**src/rtl/adder_share_arbiter_if.sv**
```systemverilog
// adder_share_arbiter_if: requester, adder and response signals of the shared-adder arbiter
//   req0_*/req1_* : valid/a/b/last from requesters, ready back to them
//   add_*         : operands/carry-in to the external adder, sum/carry-out back
//   rsp_*         : registered one-cycle response stream
interface adder_share_arbiter_if #(parameter int WIDTH = 8);
  logic             req0_valid;
  logic [WIDTH-1:0] req0_a;
  logic [WIDTH-1:0] req0_b;
  logic             req0_last;
  logic             req0_ready;
  logic             req1_valid;
  logic [WIDTH-1:0] req1_a;
  logic [WIDTH-1:0] req1_b;
  logic             req1_last;
  logic             req1_ready;
  logic [WIDTH-1:0] add_a;
  logic [WIDTH-1:0] add_b;
  logic             add_cin;
  logic [WIDTH-1:0] add_sum;
  logic             add_cout;
  logic             rsp_valid;
  logic             rsp_id;
  logic [WIDTH-1:0] rsp_sum;
  logic             rsp_cout;
  logic             rsp_last;
  logic             rsp_err;
  modport slave (
    input  req0_valid, req0_a, req0_b, req0_last,
    output req0_ready,
    input  req1_valid, req1_a, req1_b, req1_last,
    output req1_ready,
    output add_a, add_b, add_cin,
    input  add_sum, add_cout,
    output rsp_valid, rsp_id, rsp_sum, rsp_cout, rsp_last, rsp_err
  );
  modport master (
    output req0_valid, req0_a, req0_b, req0_last,
    input  req0_ready,
    output req1_valid, req1_a, req1_b, req1_last,
    input  req1_ready,
    input  add_a, add_b, add_cin,
    output add_sum, add_cout,
    input  rsp_valid, rsp_id, rsp_sum, rsp_cout, rsp_last, rsp_err
  );
endinterface

```
**src/rtl/adder_share_arbiter.sv**
```systemverilog
// adder_share_arbiter: round-robin share of one 8-bit adder, chaining carry across multi-beat transactions
//   clk, rst_n : clock, asynchronous active-low reset
//   bus        : slave side of adder_share_arbiter_if (requesters, adder, response stream)
module adder_share_arbiter #(
  parameter int WIDTH     = 8,
  parameter int MAX_BEATS = 16
) (
  input logic                   clk,
  input logic                   rst_n,
  adder_share_arbiter_if.slave  bus
);
  typedef enum logic {IDLE, LOCK} state_t;
  localparam logic [7:0] LAST_CNT = 8'(MAX_BEATS - 1);
  state_t           state, state_n;
  logic             owner, carry_reg, rr_ptr;
  logic [7:0]       beat_cnt;
  logic             sel, sel_valid, sel_last, go, acc, forced, term;
  logic [WIDTH-1:0] sel_a, sel_b;
  // In LOCK the owner is fixed; in IDLE a lone requester wins, a tie goes to rr_ptr.
  always_comb begin
    sel       = state == LOCK ? owner : (bus.req0_valid && bus.req1_valid ? rr_ptr : bus.req1_valid);
    sel_valid = sel ? bus.req1_valid : bus.req0_valid;
    sel_last  = sel ? bus.req1_last : bus.req0_last;
    sel_a     = sel_valid ? (sel ? bus.req1_a : bus.req0_a) : '0;
    sel_b     = sel_valid ? (sel ? bus.req1_b : bus.req0_b) : '0;
    go        = rst_n && (state == LOCK || sel_valid);
    acc       = rst_n && sel_valid;
    forced    = beat_cnt == LAST_CNT;
    term      = sel_last || forced;
    state_n   = acc ? (term ? IDLE : LOCK) : state;
    bus.req0_ready = go && !sel;
    bus.req1_ready = go && sel;
    bus.add_a      = sel_a;
    bus.add_b      = sel_b;
    bus.add_cin    = carry_reg;
  end
  always_ff @(posedge clk or negedge rst_n)
    if (!rst_n) state <= IDLE;
    else        state <= state_n;
  always_ff @(posedge clk or negedge rst_n) begin
    if (!rst_n) begin
      owner         <= 1'b0;
      carry_reg     <= 1'b0;
      beat_cnt      <= '0;
      rr_ptr        <= 1'b0;
      bus.rsp_valid <= 1'b0;
      bus.rsp_id    <= 1'b0;
      bus.rsp_sum   <= '0;
      bus.rsp_cout  <= 1'b0;
      bus.rsp_last  <= 1'b0;
      bus.rsp_err   <= 1'b0;
    end else begin
      bus.rsp_valid <= acc;
      if (acc) begin
        bus.rsp_id   <= sel;
        bus.rsp_sum  <= bus.add_sum;
        bus.rsp_cout <= bus.add_cout;
        bus.rsp_last <= term;
        bus.rsp_err  <= forced && !sel_last;
        owner        <= sel;
        carry_reg    <= !term && bus.add_cout;
        beat_cnt     <= term ? '0 : beat_cnt + 8'd1;
        if (term) rr_ptr <= !sel;
      end
    end
  end
endmodule

```
**src/flat_wrapper.sv**
```systemverilog
// flat-port wrapper written by rule: the top's interface ports become plain ports
module adder_share_arbiter_flat 
#(
  parameter int WIDTH     = 8,
  parameter int MAX_BEATS = 16
)
  (clk, rst_n, bus_req0_valid, bus_req0_a, bus_req0_b, bus_req0_last, bus_req0_ready, bus_req1_valid, bus_req1_a, bus_req1_b, bus_req1_last, bus_req1_ready, bus_add_a, bus_add_b, bus_add_cin, bus_add_sum, bus_add_cout, bus_rsp_valid, bus_rsp_id, bus_rsp_sum, bus_rsp_cout, bus_rsp_last, bus_rsp_err);
  adder_share_arbiter_if #(.WIDTH(WIDTH)) bus_i ();
  input logic clk;
  input logic rst_n;
  input wire logic [$bits(bus_i.req0_valid)-1:0] bus_req0_valid;
  input wire logic [$bits(bus_i.req0_a)-1:0] bus_req0_a;
  input wire logic [$bits(bus_i.req0_b)-1:0] bus_req0_b;
  input wire logic [$bits(bus_i.req0_last)-1:0] bus_req0_last;
  output wire logic [$bits(bus_i.req0_ready)-1:0] bus_req0_ready;
  input wire logic [$bits(bus_i.req1_valid)-1:0] bus_req1_valid;
  input wire logic [$bits(bus_i.req1_a)-1:0] bus_req1_a;
  input wire logic [$bits(bus_i.req1_b)-1:0] bus_req1_b;
  input wire logic [$bits(bus_i.req1_last)-1:0] bus_req1_last;
  output wire logic [$bits(bus_i.req1_ready)-1:0] bus_req1_ready;
  output wire logic [$bits(bus_i.add_a)-1:0] bus_add_a;
  output wire logic [$bits(bus_i.add_b)-1:0] bus_add_b;
  output wire logic [$bits(bus_i.add_cin)-1:0] bus_add_cin;
  input wire logic [$bits(bus_i.add_sum)-1:0] bus_add_sum;
  input wire logic [$bits(bus_i.add_cout)-1:0] bus_add_cout;
  output wire logic [$bits(bus_i.rsp_valid)-1:0] bus_rsp_valid;
  output wire logic [$bits(bus_i.rsp_id)-1:0] bus_rsp_id;
  output wire logic [$bits(bus_i.rsp_sum)-1:0] bus_rsp_sum;
  output wire logic [$bits(bus_i.rsp_cout)-1:0] bus_rsp_cout;
  output wire logic [$bits(bus_i.rsp_last)-1:0] bus_rsp_last;
  output wire logic [$bits(bus_i.rsp_err)-1:0] bus_rsp_err;
  assign bus_i.req0_valid = bus_req0_valid;
  assign bus_i.req0_a = bus_req0_a;
  assign bus_i.req0_b = bus_req0_b;
  assign bus_i.req0_last = bus_req0_last;
  assign bus_req0_ready = bus_i.req0_ready;
  assign bus_i.req1_valid = bus_req1_valid;
  assign bus_i.req1_a = bus_req1_a;
  assign bus_i.req1_b = bus_req1_b;
  assign bus_i.req1_last = bus_req1_last;
  assign bus_req1_ready = bus_i.req1_ready;
  assign bus_add_a = bus_i.add_a;
  assign bus_add_b = bus_i.add_b;
  assign bus_add_cin = bus_i.add_cin;
  assign bus_i.add_sum = bus_add_sum;
  assign bus_i.add_cout = bus_add_cout;
  assign bus_rsp_valid = bus_i.rsp_valid;
  assign bus_rsp_id = bus_i.rsp_id;
  assign bus_rsp_sum = bus_i.rsp_sum;
  assign bus_rsp_cout = bus_i.rsp_cout;
  assign bus_rsp_last = bus_i.rsp_last;
  assign bus_rsp_err = bus_i.rsp_err;
  adder_share_arbiter #(.WIDTH(WIDTH), .MAX_BEATS(MAX_BEATS)) u_core (.clk(clk), .rst_n(rst_n), .bus(bus_i));
endmodule
```
**config.mk**
```make
export PLATFORM = sky130hd
export DESIGN_NAME = adder_share_arbiter_flat
export DESIGN_NICKNAME = d
export VERILOG_FILES = /design/src/rtl/adder_share_arbiter_if.sv /design/src/rtl/adder_share_arbiter.sv /design/src/flat_wrapper.sv
export SDC_FILE = /design/constraint.sdc
export NUM_CORES = 1
export LEC_CHECK = 0
export CORE_MARGIN = 2
export CORE_UTILIZATION = 38
export CTS_CLUSTER_DIAMETER = 30
export DETAILED_ROUTE_END_ITERATION = 10
export PLACE_DENSITY_LB_ADDON = 0.3
export SYNTH_ARGS = -nofsm -noshare
export SYNTH_HDL_FRONTEND = slang
export SYNTH_SLANG_ARGS = --single-unit
export TNS_END_PERCENT = 100
```
**constraint.sdc**
```tcl
create_clock -name clk -period 2.12 [get_ports clk]
set_input_delay 0.53 -clock clk [delete_from_list [all_inputs] [get_ports clk]]
set_output_delay 0.53 -clock clk [all_outputs]
set_load 0.01 [all_outputs]
```
==> metrics <==
M1 WL=1590 um; P&R area growth vs syn=78.3%; Synth top area share=43.3%; Worst Path Class, Setup=flip-flop to primary output; Final Hold Viols=0; DRC viols=0; crit path capture type=primary output; share of layout cells above drive strength 1=approximately a quarter; ant diodes=0; Max FO, Critical Path=5; met2 wire length=approximately 2400 um; fmax=roughly 430 MHz; Leak=roughly 1.2 nW; Distinct cells, synth=35; Slew Viols, Final=0; Net Count, Synth=a little over 200; largest net degree at the start of global routing=21; root buffer cell=clkbuf_4; Final Worst Setup Slack=-0.206 ns; TritonCTS clock tree=yes; total CTS buffers=3; Overflow after GRT=0; clk buf depth=2; Die Width=64.4 um; Placement Rows=21; clock tree sinks=24; Worst slew margin=between 80 and 90%; initial antenna violation count=0; Core Region=0.00342 mm^2; Post-Syn Area=approximately 0.0014 mm^2; Pre-Repair DR Iteration Count=4; met3 wire length=about 310 um; routed vias/inst=around 5.0; top layer reached by signal wires=met4; I/O pins=just under 80; Mean Syn Cell Area=around 9 um^2; Die Area=just over 0.004 mm^2; synth top area cells=dfrtp_1, mux2i_1, nand2_1; worst vdd ir=approximately 0.53 mV; setup violators final=16; GRT Resource Usage Total=between 20% and 30%; commonest non-fill, non-tap cell in the layout=clkdlybuf4s50_1; RSZ-0062 raised after global routing=true; vias in the first global route=between 1,500 and 2,000; status=finished, violations left; Cell Area, Placed=approximately 0.0024 mm^2; Synth Register Bits=24; sequential area share after synthesis=approximately 43%; yosys warns=0; final instance area=0.00247 mm^2; cell taking the most area after synthesis=dfrtp_1; maxcap violations=0; DRT Wirelength=4310 um; Hold WC Path Type=input pin to asynchronous set/reset pin; Clk Latency, worst-skew pair=0.32 ns; via count=1,546; most frequent cells in the layout=clkdlybuf4s50_1, nand2_1, buf_4, dfrtp_1, nor2_1; H-tree lvl count=1; Placement Setup Slack=-0.755 ns; Port-buffer cells=78; measured slew at the worst slew-check pin=0.246 ns; Starting DRT DRC Count=64; average wire per standard cell=about 14 um; final worst path period share=110%; min Tclk post-route=between 2 and 2.5 ns; Initial Util=just over 40%; first-pass GRT wire length=between 6000 and 7000 um; required time worst endpoint=roughly 1.6 ns; DRT antenna net count=0; Clk pin slew, worst setup/hold paths=0.13 ns; Syn Inst Count=between 150 and 200; Die Y-Extent=64.4 um; critical path data arrival time=about 1.8 ns; fillcell total=279; Design Power=about 2.6 mW; nets@finish=between 300 and 400; violated checks=negative setup slack; crit start category=flip-flop; Finished Core Util=between 70% and 80%; Post-DP HPWL=roughly 3300 um; final RePlAce weighted congestion=around 0.8; Power Dens Cells=around 1000 mW/mm^2; Setup Skew=0.00259 ns
## what timing repair did
item | in CTS | in global routing
endpoints found under the setup margin | 20 | 19
cloned | 2 | 1
resized for setup | 83 | 9
hold buffers | 0 | 0
pin swaps | 6 | 5
buffers inserted | 3 | 1
## flip-flops by register name, summed over array words and instances (netlist names)
name / flops
u_core.bus.add_cin: 1
u_core.bus.rsp_id: 1
u_core.state: 1
u_core.bus.rsp_cout: 1
u_core.beat_cnt: 8
u_core.bus.rsp_last: 1
u_core.bus.rsp_err: 1
u_core.bus.rsp_sum: 8
u_core.rr_ptr: 1
u_core.bus.rsp_valid: 1
## kinds of logic (layout without fill, tap and decap cells)
group	after synthesis	after routing	share of synthesized area [%]
fa+ha+maj	1	1	0.902
mux	18	18	13.4
buf+inv	12	118	4.33
flops	24	24	43.3
compound gates	26	26	13.9
simple gates	76	76	24.2
## critical path: stages (launching register included)
cell      delay, ns
dfrtp_1        0.46
nand2b_4       0.17
o21a_4         0.22
buf_6          0.13
buf_12         0.13
mux2i_2        0.18
nor2_1         0.05
buf_2          0.13
## synth_stat cells, drive strengths merged
master and count:
a2bb2oi 1, and2b 1, a22o 1, dfrtp 24, buf 3, o21a 2, nand3b 1, and3 1
or3b 1, nor2 22, o21ai 12, o221ai 1, o2bb2ai 1, inv 6, o211ai 3, nand3 3
a21boi 2, or3 2, mux2 1, clkbuf 3, nand2b 1, a21oi 2, mux2i 17, nand2 41
nand4 2, o31ai 1, ha 1, or4 1
## path summary, 6_finish.rpt
check,from,to,slack (ns),cells after the start
max in group asynchronous,rst_n,u_core.bus.rsp_err,1.39,3
max reg2reg,u_core.state,u_core.rr_ptr,0.08,9
min,rst_n,u_core.beat_cnt[0],0.36,2
min reg2reg,u_core.bus.add_cin,u_core.bus.add_cin,0.49,2
min in group clk,u_core.bus.add_cin,u_core.bus.add_cin,0.49,2
max,u_core.state,bus_add_a[3],-0.21,7
## routing by layer
metal | track usage (%) | vias up
li1 | - | 749
met1 | 22.6 | 716
met2 | 41.5 | 75
met3 | 3.35 | 6
met4 | 6.91 | 0
met5 | 0 | -
## per-stage QoR
stage                     TNS, ns  hold slack [ns]  instances
final                       -2.16            0.363        309
after global routing        -3.31            0.356        309
after CTS                   -1.91            0.333        307
after detailed placement   -17.07            0.469        298
after global placement     -14.85            0.457        298
after floorplan                 0            0.234        157
## report_power, final
part           leakage (nW)  switching [mW]  internal (mW)  total (mW)
Combinational         0.885           0.680          0.888        1.57
Clock                0.0279           0.144          0.191       0.335
Sequential            0.306          0.0887          0.588       0.677
Total                  1.22           0.912           1.67        2.58
## final cells by class
type / count / area, um^2 / area share, %
repair buffers: 108 / 978 / 39.6
multi-input cells: 121 / 761 / 30.8
flip-flops and latches: 24 / 601 / 24.3
well taps: 46 / 57.6 / 2.33
clock inverters: 1 / 30.0 / 1.21
clock buffers: 3 / 22.5 / 0.911
inverters: 6 / 22.5 / 0.911
Power figures use the tool's default switching activity.
==> RTL change 1: new RTL, same settings <==
`WIDTH` is set to 8 in 3 places; all go to 6.
--- a/src/rtl/adder_share_arbiter_if.sv
+++ b/src/rtl/adder_share_arbiter_if.sv
@@ -2,7 +2,7 @@
 //   req0_*/req1_* : valid/a/b/last from requesters, ready back to them
 //   add_*         : operands/carry-in to the external adder, sum/carry-out back
 //   rsp_*         : registered one-cycle response stream
-interface adder_share_arbiter_if #(parameter int WIDTH = 8);
+interface adder_share_arbiter_if #(parameter int WIDTH = 6);
   logic             req0_valid;
   logic [WIDTH-1:0] req0_a;
   logic [WIDTH-1:0] req0_b;
--- a/src/rtl/adder_share_arbiter.sv
+++ b/src/rtl/adder_share_arbiter.sv
@@ -2,7 +2,7 @@
 //   clk, rst_n : clock, asynchronous active-low reset
 //   bus        : slave side of adder_share_arbiter_if (requesters, adder, response stream)
 module adder_share_arbiter #(
-  parameter int WIDTH     = 8,
+  parameter int WIDTH     = 6,
   parameter int MAX_BEATS = 16
 ) (
   input logic                   clk,
--- a/src/flat_wrapper.sv
+++ b/src/flat_wrapper.sv
@@ -1,7 +1,7 @@
 // flat-port wrapper written by rule: the top's interface ports become plain ports
 module adder_share_arbiter_flat 
 #(
-  parameter int WIDTH     = 8,
+  parameter int WIDTH     = 6,
   parameter int MAX_BEATS = 16
 )
   (clk, rst_n, bus_req0_valid, bus_req0_a, bus_req0_b, bus_req0_last, bus_req0_ready, bus_req1_valid, bus_req1_a, bus_req1_b, bus_req1_last, bus_req1_ready, bus_add_a, bus_add_b, bus_add_cin, bus_add_sum, bus_add_cout, bus_rsp_valid, bus_rsp_id, bus_rsp_sum, bus_rsp_cout, bus_rsp_last, bus_rsp_err);
Interface: changed (8 resized); port bits go from 79 to 63. The function was not compared with the original's and may differ.
==> RTL change 1 against the unedited design <==
- count of clock-buffer cells in the layout stayed put
- final area is 14% lower
- wire length is 16% lower
- hold slack better by 0.13 ns
- non-clock buffer count is 24 lower
- setup slack better by 0.16 ns
- critical path type unchanged
- sequential cell count is 2 lower
- total power is 15% lower
- register-to-register slack better by 0.07 ns
- critical endpoint is now bus_add_a[2]
- synthesized area is 8.8% lower
- the run still ends with setup timing left
==> RTL change 1: results (changes against the unedited design) <==
Route
  – DR pass1 iterations: 5 (+1)
  – Via density: 5.11 (+2.2%)
  – Detailed Route Iter0 Violations: 80 (+25%)
  – Average wire per standard cell: 13.5 um (-3.5%)

Power and ir drop
  – Sw Ratio: 35.7% (+0.37 points)
  – Combinational power share: 56.8% (-4.0 points)
  – Max VDD drop: 0.508 mV (-4.0%)
  – Leakage power: 0.00101 uW (-17%)

STA
  – Final TNS setup: -0.150 ns (+2.01 ns)
  – Min Hold Slack: 0.491 ns (+0.128 ns)
  – Setup ws final: -0.0487 ns (+0.157 ns)
  – Setup violators final: 7 (-9)
  – Worst Tran Pin Value: 0.307 ns (+0.0610 ns)

Synthesis
  – Mux share of post-synthesis cell area: 11.5% (-1.9 points)
  – Syn_nets: 179 (-13%)
  – Adder-cell area share of the yosys netlist: 0.989% (+0.087 points)
  – Syn Area/Cell: 8.97 um2 (+1.6%)
  – Synth area leaders: dfrtp_1, mux2i_1, nand2_1, nor2_1, o21ai_0
  – Synth Area in Compound Gates: 15.4% (+1.5 points)

Worst setup path
  – Crit Path Max Fanout: 7 (+2)
  – Reg2reg start: u_core.beat_cnt[6]$_DFFE_PN0P_
  – Crit path to: bus_add_a[2]
  – R2r setup slk: 0.15 ns (+0.07 ns)
  – R2R cell count: 6 (-3)
  – Setup crit start: u_core.rr_ptr$_DFFE_PN0P_

Clock network
  – Clock Sinks: 22 (-8.3%)
  – Worst-skew pair later-pin latency: 0.30 ns (-0.02 ns)

Layout
  – NonClk Buf Share: 34.1% (-5.4 points)
  – Share of layout cells above drive strength 1: 28.6% (+2.3 points)
  – Multi-input logic portion of the cell area: 33.9% (+3.1 points)
  – Biggest regs: u_core.beat_cnt (8), u_core.bus.rsp_sum (6)
  – # nets final: 263 (-16%)
  – FF+latch area: 553 um2 (-7.9%)
  – Sequential portion of the cell area: 25.9% (+1.6 points)

GRT
  – First-pass GRT wire length: 5950 um (-13%)
  – Number of global-route vias before repair: 1,411 (-8.5%)
  – Largest net degree at the start of global routing: 23 (+9.5%)

Status
  – Violated checks: setup timing
  – Status: complete, but fails checks

Placed design
  – Number of cells after detailed placement: 261 (-12%)
  – Post-DP Area: 2050 um2 (-14%)

Die
  – # rows: 20 (-4.8%)

Hold path
  – Hold crit path type: reg2reg
-- RTL change 1: cell count changes after synthesis, moves of 2 or more --
cell	change
nor2_1	-4
buf_2	+2
nand2_1	-6
dfrtp_1	-2
mux2i_1	-4
buf_6	-2
-- RTL change 1: timing repair --
item,in CTS,in global routing
resized for setup,73,10
cloned,2,0
setup buffers,1,0
endpoints found under the setup margin,15,14
endpoints found under the hold margin,0,0
pin swaps,9,7
-- RTL change 1: per-layer routing --
metal / vias up / wire length, um / global-route usage (%) / share of wire (%)
met2: 74 / 1920 / 40.0 / 53
li1: 650 / - / - / -
met1: 638 / 1370 / 23.4 / 38
met5: - / 0 / 0 / 0
met3: 8 / 263 / 3.52 / 7.3
met4: 0 / 52 / 6.99 / 1.4
-- RTL change 1: stage by stage --
| step | setup slack (ns) | power, uW |
|---|---|---|
| global route | -0.141 | 2340 |
| floorplan | 0.0754 | 1220 |
| detailed placement | -0.666 | 1810 |
| CTS | -0.0367 | 2170 |
| finish | -0.0487 | 2190 |
| global placement | -0.625 | 1780 |
==> RTL change 2: new RTL, same settings <==
Made on the original files. One comparison of `beat_cnt` changes from == to >=.
--- a/src/rtl/adder_share_arbiter.sv
+++ b/src/rtl/adder_share_arbiter.sv
@@ -25,7 +25,7 @@
     sel_b     = sel_valid ? (sel ? bus.req1_b : bus.req0_b) : '0;
     go        = rst_n && (state == LOCK || sel_valid);
     acc       = rst_n && sel_valid;
-    forced    = beat_cnt == LAST_CNT;
+    forced    = beat_cnt >= LAST_CNT;
     term      = sel_last || forced;
     state_n   = acc ? (term ? IDLE : LOCK) : state;
     bus.req0_ready = go && !sel;
Behaviour: no difference found for any inputs over 10 cycles, from zero or initial values and one cycle with rst_n low; that may be too few to reach the edited logic, so the function may still have changed.
==> RTL change 2 against the unedited design <==
- sequential cell count did not move
- setup slack gained 0.095 ns
- register-to-register slack gained 0.13 ns
- the run still ends with setup timing left
- total power up 2.7%
- synthesized area decreased by 6.9%
- final area grew 1.4%
- combinational power is 4% higher
- clock power is 3% lower
- highest routed layer unchanged
- wire length rose by 1.2%
- critical path type unchanged
==> RTL change 2: results (changes against the unedited design) <==
Synthesis
  – Post-synth top cells: nand2_1, dfrtp_1, a21oi_1
  – Syn Area/Cell: 8.06 um2 (-8.7%)
  – Seq/Total Area, Yosys: 46.6% (+3.2 points)
  – Synth cell types: 31 (-11%)
  – Xor/xnor share of the synthesized area: 0.679% (+0.68 points)
  – Syn_nets: 208 (+1.5%)
  – Adder-cell area share of the yosys netlist: 0.970% (+0.067 points)
  – Synth area leaders: dfrtp_1, nand2_1, a21oi_1, o211ai_4, o21ai_0
  – Synth Area in Compound Gates: 19.3% (+5.4 points)

Clock network
  – CTS resizes: 98 (+18%)
  – Setup bufs post-CTS: 9 (+6)

Worst setup path
  – R2R cell count: 6 (-3)
  – Crit Path Max Fanout: 6 (+1)
  – Reg2reg end: u_core.bus.rsp_last$_DFFE_PN0P_
  – WP data arrival: 1.70 ns (-0.10 ns)
  – Crit path to: bus_add_b[1]
  – Reg2reg start: u_core.beat_cnt[6]$_DFFE_PN0P_
  – R2r setup slk: 0.21 ns (+0.13 ns)

Placed design
  – DP HPWL: 3240 um (-0.62%)
  – Setup WS pre-CTS: -0.810 ns (-0.0555 ns)
  – Gpl congestion: 0.794 (-1.5%)
  – Post-DP Area: 2330 um2 (-1.7%)

Layout
  – Share of layout cells above drive strength 1: 31.5% (+5.3 points)
  – Syn-to-layout area delta: 94.3%
  – # nets final: 322 (+3.2%)
  – Inverter count: 3 (-3)
  – Clock-cell share of area: 2.10% (-0.029 points)
  – Comb_multi_in: 126 (+4.1%)
  – Area of the multi-input gates: 731 um2 (-3.9%)
  – Signal buffers: 116 (+7.4%)
  – NonClk Buf Share: 42.0% (+2.5 points)
  – Final sequential cell count: 24 (unchanged)

STA
  – Min Hold Slack: 0.493 ns (+0.130 ns)
  – Final TNS setup: -1.49 ns (+0.673 ns)
  – Slew headroom: 67.8% (-16 points)
  – Setup violators final: 17 (+1)
  – Setup ws final: -0.111 ns (+0.0945 ns)

GRT
  – Largest net degree at the start of global routing: 17 (-19%)
  – GRT Util Overall: 23.7% (+2.6 points)
  – GR Layer Usage met3: 6.52% (+3.2 points)
  – GRT met2 Usage: 40.4% (-1.2 points)
  – Number of global-route vias before repair: 1,555 (+0.84%)
  – First-pass GRT wire length: 7420 um (+8.8%)

Power and ir drop
  – Max VDD drop: 0.628 mV (+19%)
  – Pint: 1670 uW (+0.15%)
  – Leakage power: 0.00119 uW (-2.8%)

Route
  – Total wire length: 4360 um (+1.2%)
  – Met3 WL: 315 um (+1.6%)
  – Met1 WL: 1890 um (+19%)
  – Via count: 1,496 (-3.2%)
  – Detailed Route Iter0 Violations: 39 (-39%)

Status
  – Violated checks: setup timing
  – Status: complete, but fails checks

Hold path
  – Hold crit path type: reg2reg
-- RTL change 2: changes by cell type after synthesis, sizes merged, moves of 2 or more --
cell	change
nand2	+27
and2	+2
a31oi	+3
mux2i	-17
inv	-3
clkbuf	+2
o21ai	-3
nor2	-14
nand4	-2
or3	-2
nand3	-2
a21oi	+14
-- RTL change 2: power groups by stage --
| stage | logic, uW | clock network, uW | registers, uW |
|---|---|---|---|
| after floorplan | 573 | 0 | 719 |
| after global placement | 1450 | 0 | 683 |
| after detailed placement | 1480 | 0 | 686 |
| after CTS | 1570 | 332 | 689 |
| after global routing | 1760 | 358 | 708 |
| final | 1640 | 324 | 689 |
-- RTL change 2: critical path, cell delays in order, from the launching register on --
cell and delay, ns:
dfrtp_1 0.39, buf_6 0.12, or3b_4 0.40, o21ai_4 0.08, buf_6 0.14, buf_6 0.10
a21oi_2 0.03, buf_2 0.14
